## src/rtl/can_host_bus_bridge.sv

```systemverilog
// can_host_bus_bridge: multiplexed host bus to CAN core request bridge with local IRQ_STAT/IRQ_MASK; optional response timeout under CAN_HB_TIMEOUT_EN
module can_host_bus_bridge #(
    parameter int DATA_W      = 8,
    parameter int NUM_CH      = 2,
    parameter int TIMEOUT_CYC = 255,
    localparam int CH_W       = NUM_CH > 1 ? $clog2(NUM_CH) : 1
) (
    input  logic              clk,
    input  logic              rst_n,
    input  logic              bus_ale,
    input  logic              bus_cs,
    input  logic              bus_wr,
    input  logic              bus_rd,
    input  logic [DATA_W-1:0] bus_ad_i,
    output logic [DATA_W-1:0] bus_ad_o,
    output logic              bus_ad_oe,
    output logic              bus_rdy,
    output logic              bus_int,
    output logic              req_valid,
    input  logic              req_ready,
    output logic              req_write,
    output logic [CH_W-1:0]   req_ch,
    output logic [DATA_W-1:0] req_addr,
    output logic [DATA_W-1:0] req_wdata,
    input  logic              rsp_valid,
    input  logic [DATA_W-1:0] rsp_rdata,
    input  logic [NUM_CH-1:0] core_irq
);
    localparam int CB = $clog2(NUM_CH);
    typedef enum logic [2:0] {IDLE, ADDR, REQ, WAIT_RSP, HOLD} state_t;
    state_t state, state_n, done;
    logic [1:0] ale_q, cs_q, wr_q, rd_q;
    logic ale_d, cs_d, wr_d, rd_d;
    logic ale_fall, cs_rise, wr_fall, rd_fall, wr_rise, rd_rise;
    logic acc, abort, abort_n, is_rd, is_local, is_stat, stat_rd, stat_wr, tmo_hit, tmo_b;
    logic [DATA_W-1:0] addr;
    logic [NUM_CH-1:0] pending, mask, irq_d, clr;
    assign ale_fall = ale_d & ~ale_q[1];
    assign cs_rise  = ~cs_d & cs_q[1];
    assign wr_fall  = wr_d & ~wr_q[1];
    assign rd_fall  = rd_d & ~rd_q[1];
    assign wr_rise  = ~wr_d & wr_q[1];
    assign rd_rise  = ~rd_d & rd_q[1];
    assign acc      = state == ADDR && !cs_q[1] && (wr_fall ^ rd_fall);
    assign is_local = &addr[DATA_W-1:1];
    assign is_stat  = &addr;
    assign stat_rd  = acc && is_stat && rd_fall;
    assign stat_wr  = acc && is_stat && wr_fall;
    assign clr      = stat_rd ? pending : stat_wr ? bus_ad_i[NUM_CH-1:0] : '0;
    assign abort_n  = abort | cs_rise;
    assign done     = abort_n ? IDLE : HOLD;
`ifdef CAN_HB_TIMEOUT_EN
    localparam int CNT_W = $clog2(TIMEOUT_CYC + 1);
    logic [CNT_W-1:0] cnt;
    logic tmo;
    assign tmo_hit = ((state == REQ && !req_ready) || (state == WAIT_RSP && !rsp_valid)) && cnt == CNT_W'(TIMEOUT_CYC - 1);
    assign tmo_b   = tmo;
    always_ff @(posedge clk) begin
        if (!rst_n) begin
            cnt <= '0;
            tmo <= 1'b0;
        end else begin
            cnt <= state_n != state ? '0 : cnt + 1'b1;
            tmo <= tmo_hit | (tmo & ~(stat_rd | (stat_wr & bus_ad_i[DATA_W-1])));
        end
    end
`else
    assign tmo_hit = 1'b0;
    assign tmo_b   = 1'b0;
`endif
    always_ff @(posedge clk) begin
        if (!rst_n) state <= IDLE;
        else        state <= state_n;
    end
    always_comb begin
        state_n = state;
        case (state)
            IDLE:     if (ale_fall && !cs_q[1]) state_n = ADDR;
            ADDR:     if (cs_rise) state_n = IDLE;
                      else if (acc) state_n = is_local ? HOLD : REQ;
            REQ:      if (req_ready) state_n = req_write ? done : WAIT_RSP;
                      else if (tmo_hit) state_n = done;
            WAIT_RSP: if (rsp_valid || tmo_hit) state_n = done;
            HOLD:     if (wr_rise || rd_rise || cs_rise) state_n = IDLE;
            default:  state_n = IDLE;
        endcase
    end
    always_comb begin
        bus_rdy   = state == HOLD;
        bus_ad_oe = state == HOLD && is_rd && !rd_q[1];
        req_valid = state == REQ;
    end
    always_ff @(posedge clk) begin
        if (!rst_n) begin
            ale_q     <= '0;
            cs_q      <= '1;
            wr_q      <= '1;
            rd_q      <= '1;
            ale_d     <= 1'b0;
            cs_d      <= 1'b1;
            wr_d      <= 1'b1;
            rd_d      <= 1'b1;
            addr      <= '0;
            is_rd     <= 1'b0;
            abort     <= 1'b0;
            req_write <= 1'b0;
            req_ch    <= '0;
            req_addr  <= '0;
            req_wdata <= '0;
            bus_ad_o  <= '0;
            pending   <= '0;
            mask      <= '0;
            irq_d     <= '0;
            bus_int   <= 1'b1;
        end else begin
            ale_q <= {ale_q[0], bus_ale};
            cs_q  <= {cs_q[0], bus_cs};
            wr_q  <= {wr_q[0], bus_wr};
            rd_q  <= {rd_q[0], bus_rd};
            ale_d <= ale_q[1];
            cs_d  <= cs_q[1];
            wr_d  <= wr_q[1];
            rd_d  <= rd_q[1];
            if (ale_fall && !cs_q[1] && (state == IDLE || state == ADDR)) addr <= bus_ad_i;
            abort <= (state == REQ || state == WAIT_RSP) && abort_n;
            if (acc) is_rd <= rd_fall;
            if (acc && !is_local) begin
                req_write <= wr_fall;
                req_ch    <= CH_W'(addr >> (DATA_W - CB));
                req_addr  <= addr & ({DATA_W{1'b1}} >> CB);
                req_wdata <= bus_ad_i;
            end
            if (acc && is_local && rd_fall) bus_ad_o <= is_stat ? {tmo_b, (DATA_W-1)'(pending)} : DATA_W'(mask);
            else if (state == WAIT_RSP && rsp_valid) bus_ad_o <= rsp_rdata;
            else if (tmo_hit && !req_write) bus_ad_o <= '1;
            if (acc && is_local && !is_stat && wr_fall) mask <= bus_ad_i[NUM_CH-1:0];
            pending <= (pending & ~clr) | (core_irq & ~irq_d);
            irq_d   <= core_irq;
            bus_int <= ~(|(pending & mask) | tmo_b);
        end
    end
endmodule

```

## config.mk

```make
export PLATFORM = sky130hd
export DESIGN_NAME = can_host_bus_bridge
export DESIGN_NICKNAME = d
export VERILOG_FILES = /design/src/rtl/can_host_bus_bridge.sv
export SDC_FILE = /design/constraint.sdc
export NUM_CORES = 1
export LEC_CHECK = 0
export ABC_AREA = 1
export BUFFER_PORTS_ARGS = -buffer_cell sky130_fd_sc_hd__buf_4
export CAP_MARGIN = 10
export CORE_MARGIN = 8
export CORE_UTILIZATION = 55
export CTS_BUF_LIST = sky130_fd_sc_hd__clkbuf_4 sky130_fd_sc_hd__clkbuf_8
export DETAILED_ROUTE_END_ITERATION = 12
export MAX_ROUTING_LAYER = met4
export PLACE_DENSITY = 0.81
export SYNTH_ARGS = -nofsm -noshare
export SYNTH_HDL_FRONTEND = slang
export SYNTH_SLANG_ARGS = --single-unit
```

## constraint.sdc

```tcl
create_clock -name clk -period 1.6 [get_ports clk]
set_input_delay 0.16 -clock clk [delete_from_list [all_inputs] [get_ports clk]]
set_output_delay 0.16 -clock clk [all_outputs]
set_load 0.05 [all_outputs]
```

==> results of run 1 <==
==> metal layers <==
layer / global-route usage, % / up-vias
met3: 6.24 / 8
met2: 28.6 / 59
met5: - / -
met4: 8.25 / 0
met1: 21.6 / 982
li1: - / 1129
==> synthesized netlist by cell type, types with 2 or more instances <==
| cell | count | area, um2 |
|---|---|---|
| a21oi_1 | 18 | 90.1 |
| clkbuf_1 | 5 | 18.8 |
| dfxtp_1 | 57 | 1140 |
| inv_1 | 31 | 116 |
| inv_2 | 4 | 15.0 |
| inv_4 | 2 | 12.5 |
| nand2_1 | 76 | 285 |
| nand2_2 | 3 | 18.8 |
| nand3_1 | 5 | 25.0 |
| nand4_1 | 4 | 25.0 |
| nor2_1 | 48 | 180 |
| nor2_2 | 12 | 75.1 |
| nor2_4 | 2 | 22.5 |
| nor3_1 | 4 | 20.0 |
| o21ai_0 | 29 | 145 |
| or2_2 | 8 | 50.1 |
==> worst min-delay path, delay by kind of cell <==
family        cells  cell delay (ns)
buf+inv           2             0.12
simple gates      1             0.04
==> power groups by stage <==
| stage | Combinational, mW | Clock (mW) | Sequential [mW] |
|---|---|---|---|
| after floorplan | 0.412 | 0 | 1.58 |
| after global placement | 0.612 | 0 | 1.55 |
| after detailed placement | 0.617 | 0 | 1.55 |
| after CTS | 0.628 | 1.48 | 1.52 |
| after global routing | 0.712 | 1.55 | 1.53 |
| final | 0.633 | 1.47 | 1.53 |
==> cells in the final DEF (no fill, tap or decap), types with 2 or more instances in the layout <==
master and count:
clkbuf_8 9, dfxtp_1 56, nand4_1 4, nand2_2 3, a21oi_1 18, nor2_4 3, inv_2 4, inv_1 31
nor2_2 14, bufinv_16 2, or2_2 8, o21ai_0 29, nand3_1 5, nor2_1 45, buf_4 59, inv_4 2
clkinv_2 3, nand2_1 76, nor3_1 4
==> area by class of cell <==
class                      instances  area (um2)
clock buffer                      10         131
inverter                          37         144
timing repair buffer              62         484
tap                               52        65.1
fill                             329        1170
clock inverter                     6        82.6
multi-input combinational        218        1050
sequential                        57        1140
==> repair_timing <==
item,CTS,global route
resized for setup,0,5
endpoints found under the hold margin,0,1
setup buffers,0,3
hold buffers,0,1
endpoints found under the setup margin,0,6
==> worst max path at each step <==
stage	cells after the start	to	from	slack [ns]
2_1_floorplan	8	state[1]	state[2]	0.13
3_5_place_dp	7	mask[0]	addr[2]	0.13
6_report	9	state[2]	rd_q[1]	0.12
3_3_place_gp	7	mask[0]	addr[2]	0.16
5_1_grt	9	state[2]	rd_q[1]	-0.05
4_1_cts	5	bus_ad_oe	state[0]	0.05
==> flip-flops by register name, indices dropped and copies added, names as in the netlist, 3 cells and up <==
register,count
req_wdata,8
req_addr,7
bus_ad_o,8
state,3
addr,8
==> kinds of logic after synthesis <==
kind of cell	Yosys count
and+or+nand+nor	167
AOI/OAI and AO/OA	50
buffers and inverters	46
other	1
DFF	57
==> stage by stage <==
stage / power (mW) / instances / area, um2 / hold slack [ns] / setup TNS, ns
4_1_cts: 3.63 / 438 / 3050 / 0.00347 / 0
3_5_place_dp: 2.17 / 422 / 2840 / 0.352 / 0
3_3_place_gp: 2.16 / 422 / 2840 / 0.342 / 0
5_1_grt: 3.80 / 442 / 3100 / 0.0102 / -0.118
2_1_floorplan: 1.99 / 321 / 2380 / 0.258 / 0
6_report: 3.64 / 442 / 3100 / 0.00747 / 0
==> impl_metrics.tcl, run 1 <==
set metrics [dict create \
    finalMaxSlewViolations 0 \
    crit_chain "inv_1 > nand2_1 > nand2_1 > nand2_1 > o21ai_1 > nand2_1 > nor2_1 > o21ai_0 > nor2_1" \
    reg2reg_depth 9 \
    worstPathMaxFanout 4 \
    die_area_mm2 0.00668 \
    grt_pass1_wl_mm 9.46 \
    setup_violations 0 \
    critPathLaunchType "register" \
    syn_inst 321 \
    synth-simple-area-share_pct 32.6 \
    cp_common_cell "nand2_1" \
    rows 24 \
    fin_crit_sh_pct 92.8 \
    wl_met1_mm 2.45 \
    net-switching-power_mw 1.05 \
    first_pass_iters 6 \
    min_path_cells 3 \
    rr_endpoint "state[2]" \
    synth.distinct_cells 29 \
    synth_top_family_by_area "simple AND/OR/NAND/NOR gates" \
    met2_wirelength_mm 2.64 \
    chipWidth_um 81.7 \
    combPwrFrac_pct 17.4 \
    dp_slack_ns 0.126 \
    crit_slowest_cell "dfxtp_1" \
    antenna_found_initial 0 \
    synth_flop_cell "dfxtp_1" \
    ant_nets 0 \
    grt-ovfl-total 0 \
    drive_above_1_share_pct 30.3 \
    dp_hpwl_mm 3.86 \
    reg2reg_slack_ns 0.12 \
    swShare_pct 28.8 \
    n_antenna_cell 0 \
    nets 411 \
    grt_usage_pct 18.6 \
    die_h_um 81.7 \
    cts_buffer_depth 2 \
    p_seq_share_pct 42.0 \
    syn_area_mm2 0.00238 \
    period_minus_slack_ns 1.48 \
    ioPinCount 56 \
    synthMuxAreaShare_pct 0 \
    synth_compound_area_share_pct 10.7 \
    post-route-util_pct 72.6 \
    htree_levels 3 \
    grt_pass1_vias 2082 \
    hold_start "bus_ale" \
    clock_latency_ns 0.33 \
    fmax_mhz 673 \
    area_delta_synth_final_pct 30.3 \
    setup_ws_ns 0.115 \
    tritoncts "yes" \
    ir_drop_mv 0.845 \
    yosysWarnings 0 \
    core_mm2 0.00426 \
    start_util_pct 55.8 \
    synth_edf_count 0 \
    synth_xor_area_share_pct 0 \
    status "complete, no violations" \
    required_ns 1.87 \
    viasPerCell 4.93 \
    avgSynthCellArea_um2 7.41 \
    cts-root-buf "clkbuf_8" \
    cts.sinks 57 \
    p_leak_nw 1.46 \
    yosysSeqAreaShare_pct 48.0 \
    clkPwrFrac_pct 40.6 \
    r2r-start "rd_q[1]" \
    async_flop_share_pct 0 \
    p_int_mw 2.59 \
    wl_per_cell_um 12.6 \
    vias 2178 \
    gp_congestion 0.884 \
    powerDensity_mw_per_mm2 1170 \
    cp_top_family "simple AND/OR/NAND/NOR gates" \
    ys_ff_latch 57 \
    end_kind "register" \
    routed_wl_mm 5.59 \
    grt_max_degree 33 \
    drc 0 \
    cap_violations 0 \
    final.setup_skew_ns 0.00692 \
    highest-signal-layer "met4" \
    path_buf_inv 1 \
    path_class "reg2reg" \
    hold_path_end "ale_q[0]" \
    slowest_delay_ns 0.32 \
    syn-num-nets 347 \
    hold_class "in2reg" \
    synth_fa_ha_area_share_pct 0 \
    dr_wl_met3_um 407 \
    hold_viol_final 0 \
    numCtsBuffers 9 \
    first_iter_violations 174 \
    cts.clk_slew.worst_paths_ns 0.07 \
    arrival_ns 1.75 \
    io_buffers 54 \
]
(Power assumes the default switching activity.)
==> run 2: changes to the inputs <==
Settings changed: CORE_MARGIN 8 to 3, PLACE_DENSITY 0.81 to 0.79, TNS_END_PERCENT set to 100.
==> run 2 against run 1 <==
  * Sequential share of layout area shrank 0.13 points
  * Routed wire length fell by 5.4%
  * Setup slack improved by 0.020 ns
  * Flip-flop and latch count did not move
  * Design area rose by 0.36%
  * Count of clock-buffer cells in the layout grew 5
  * Total power decreased by 3.4%
  * Via count shrank 0.32%
  * Worst hold slack better by 0.010 ns
  * Final cell count increased by 0.45%
  * Critical endpoint is now bus_ad_oe
==> impl_metrics.tcl, run 2 (synthesized netlist as in run 1, its figures left out) <==
set metrics [dict create \
    status "complete, no violations" \
    hold_buffers 0 \
    end_kind "output pin" \
    viasPerCell 4.89 \
    io_buffers 54 \
    worstPathMaxFanout 5 \
    cts-root-buf "clkbuf_8" \
    fmax_mhz 683 \
    p_total_mw 3.51 \
    dp_hpwl_mm 3.68 \
    post-route-util_pct 76.1 \
    cts.clk_slew.worst_paths_ns 0.06 \
    final_common_cell "nand2_1" \
    grt_pass1_vias 1941 \
    grt_usage_pct 21.8 \
    drc 0 \
    antenna_found_initial 0 \
    reg_top3 "addr x8, bus_ad_o x8, req_wdata x8" \
    hold_class "in2reg" \
    wl_per_cell_um 11.9 \
    arrival_ns 1.30 \
    cts_buffer_depth 2 \
    hold_viol_final 0 \
    ioPinCount 56 \
    required_ns 1.44 \
    first_iter_violations 117 \
    cts.sinks 57 \
    fin_crit_sh_pct 91.6 \
    grt-ovfl-total 0 \
    ant_nets 0 \
    core_mm2 0.00409 \
    period_minus_slack_ns 1.46 \
    vias 2171 \
    nets 415 \
    layout_common_cells "76 x nand2_1, 64 x buf_4, 56 x dfxtp_1" \
    numCtsBuffers 9 \
    tritoncts "yes" \
    grt_max_degree 24 \
    clock_latency_ns 0.32 \
    first_pass_iters 4 \
    chipWidth_um 71.7 \
    ir_drop_mv 0.850 \
    setup_tns_ns 0 \
    setup_violations 0 \
    area_delta_synth_final_pct 30.7 \
    rsz0062_at_grt "false" \
    htree_levels 3 \
    die_h_um 71.7 \
    powerDensity_mw_per_mm2 1130 \
    grt_pass1_wl_mm 8.48 \
    hold_ws_ns 0.0177 \
    gp_congestion 0.844 \
    finalMaxSlewViolations 0 \
    routed_wl_mm 5.28 \
    path_class "reg2out" \
    critPathLaunchType "register" \
    rows 23 \
    final.setup_skew_ns 0.00451 \
    die_area_mm2 0.00515 \
    drive_above_1_share_pct 31.0 \
    p_leak_nw 1.48 \
    cap_violations 0 \
    start_util_pct 58.2 \
    n_antenna_cell 0 \
]
run 2: cell types whose count changed in the layout (fill, tap and decap cells not counted), sizes merged:
cell / delta
clkinv: -2
nor2: +1
dlygate4sd3: -1
buf: +4
clkinvlp: -1
bufinv: -2
clkbuf: +5
run 2: stage by stage:
step           setup slack, ns  cells  cell area (um2)
4_1_cts                 0.0356    436             3030
3_5_place_dp            0.0816    420             2820
6_report                 0.135    444             3110
5_1_grt                 0.0125    444             3110
2_1_floorplan            0.128    321             2380
3_3_place_gp             0.111    420             2820
run 2: final cells by class:
cell class,count,area (um2)
fill,323,978
sequential,57,1140
timing repair buffer,65,492
clock buffer,15,206
inverter,37,144
clock inverter,1,5.00
multi-input combinational,219,1060
tap,50,62.6
run 2: worst max-delay path: stages, from the launching register on:
cell     delay (ns)
dfxtp_2        0.35
buf_4          0.16
nor2_1         0.12
nand2_1        0.10
nor2_2         0.10
buf_6          0.16
run 2: final timing paths:
kind / slack [ns] / end / depth (start not counted) / startpoint
setup reg to reg: 0.14 / req_addr[3] / 10 / wr_q[1]
hold reg to reg: 0.41 / rd_q[1] / 1 / rd_q[0]
hold / removal: 0.02 / ale_q[0] / 3 / bus_ale
setup / recovery: 0.14 / bus_ad_oe / 5 / state[0]
run 2: repair_timing:
action,CTS,global route
gates resized for setup,0,4
endpoints found under the setup margin,0,17
buffers inserted,0,7
run 2: per-layer routing:
layer  wire [um]  vias to the layer above  share of wire (%)  GRT usage, %
met5           0                        -                  0             -
met4          62                        0                1.2          10.0
met3         315                        6                6.0          6.45
met2        2470                       67                 47          32.7
met1        2430                      959                 46          27.0
li1            -                     1139                  -             -
run 2: report_power, final:
| group | switching [mW] | internal, mW | total, mW |
|---|---|---|---|
| logic | 0.408 | 0.227 | 0.635 |
| registers | 0.0469 | 1.48 | 1.52 |
| clock network | 0.538 | 0.814 | 1.35 |
| total | 0.993 | 2.52 | 3.51 |
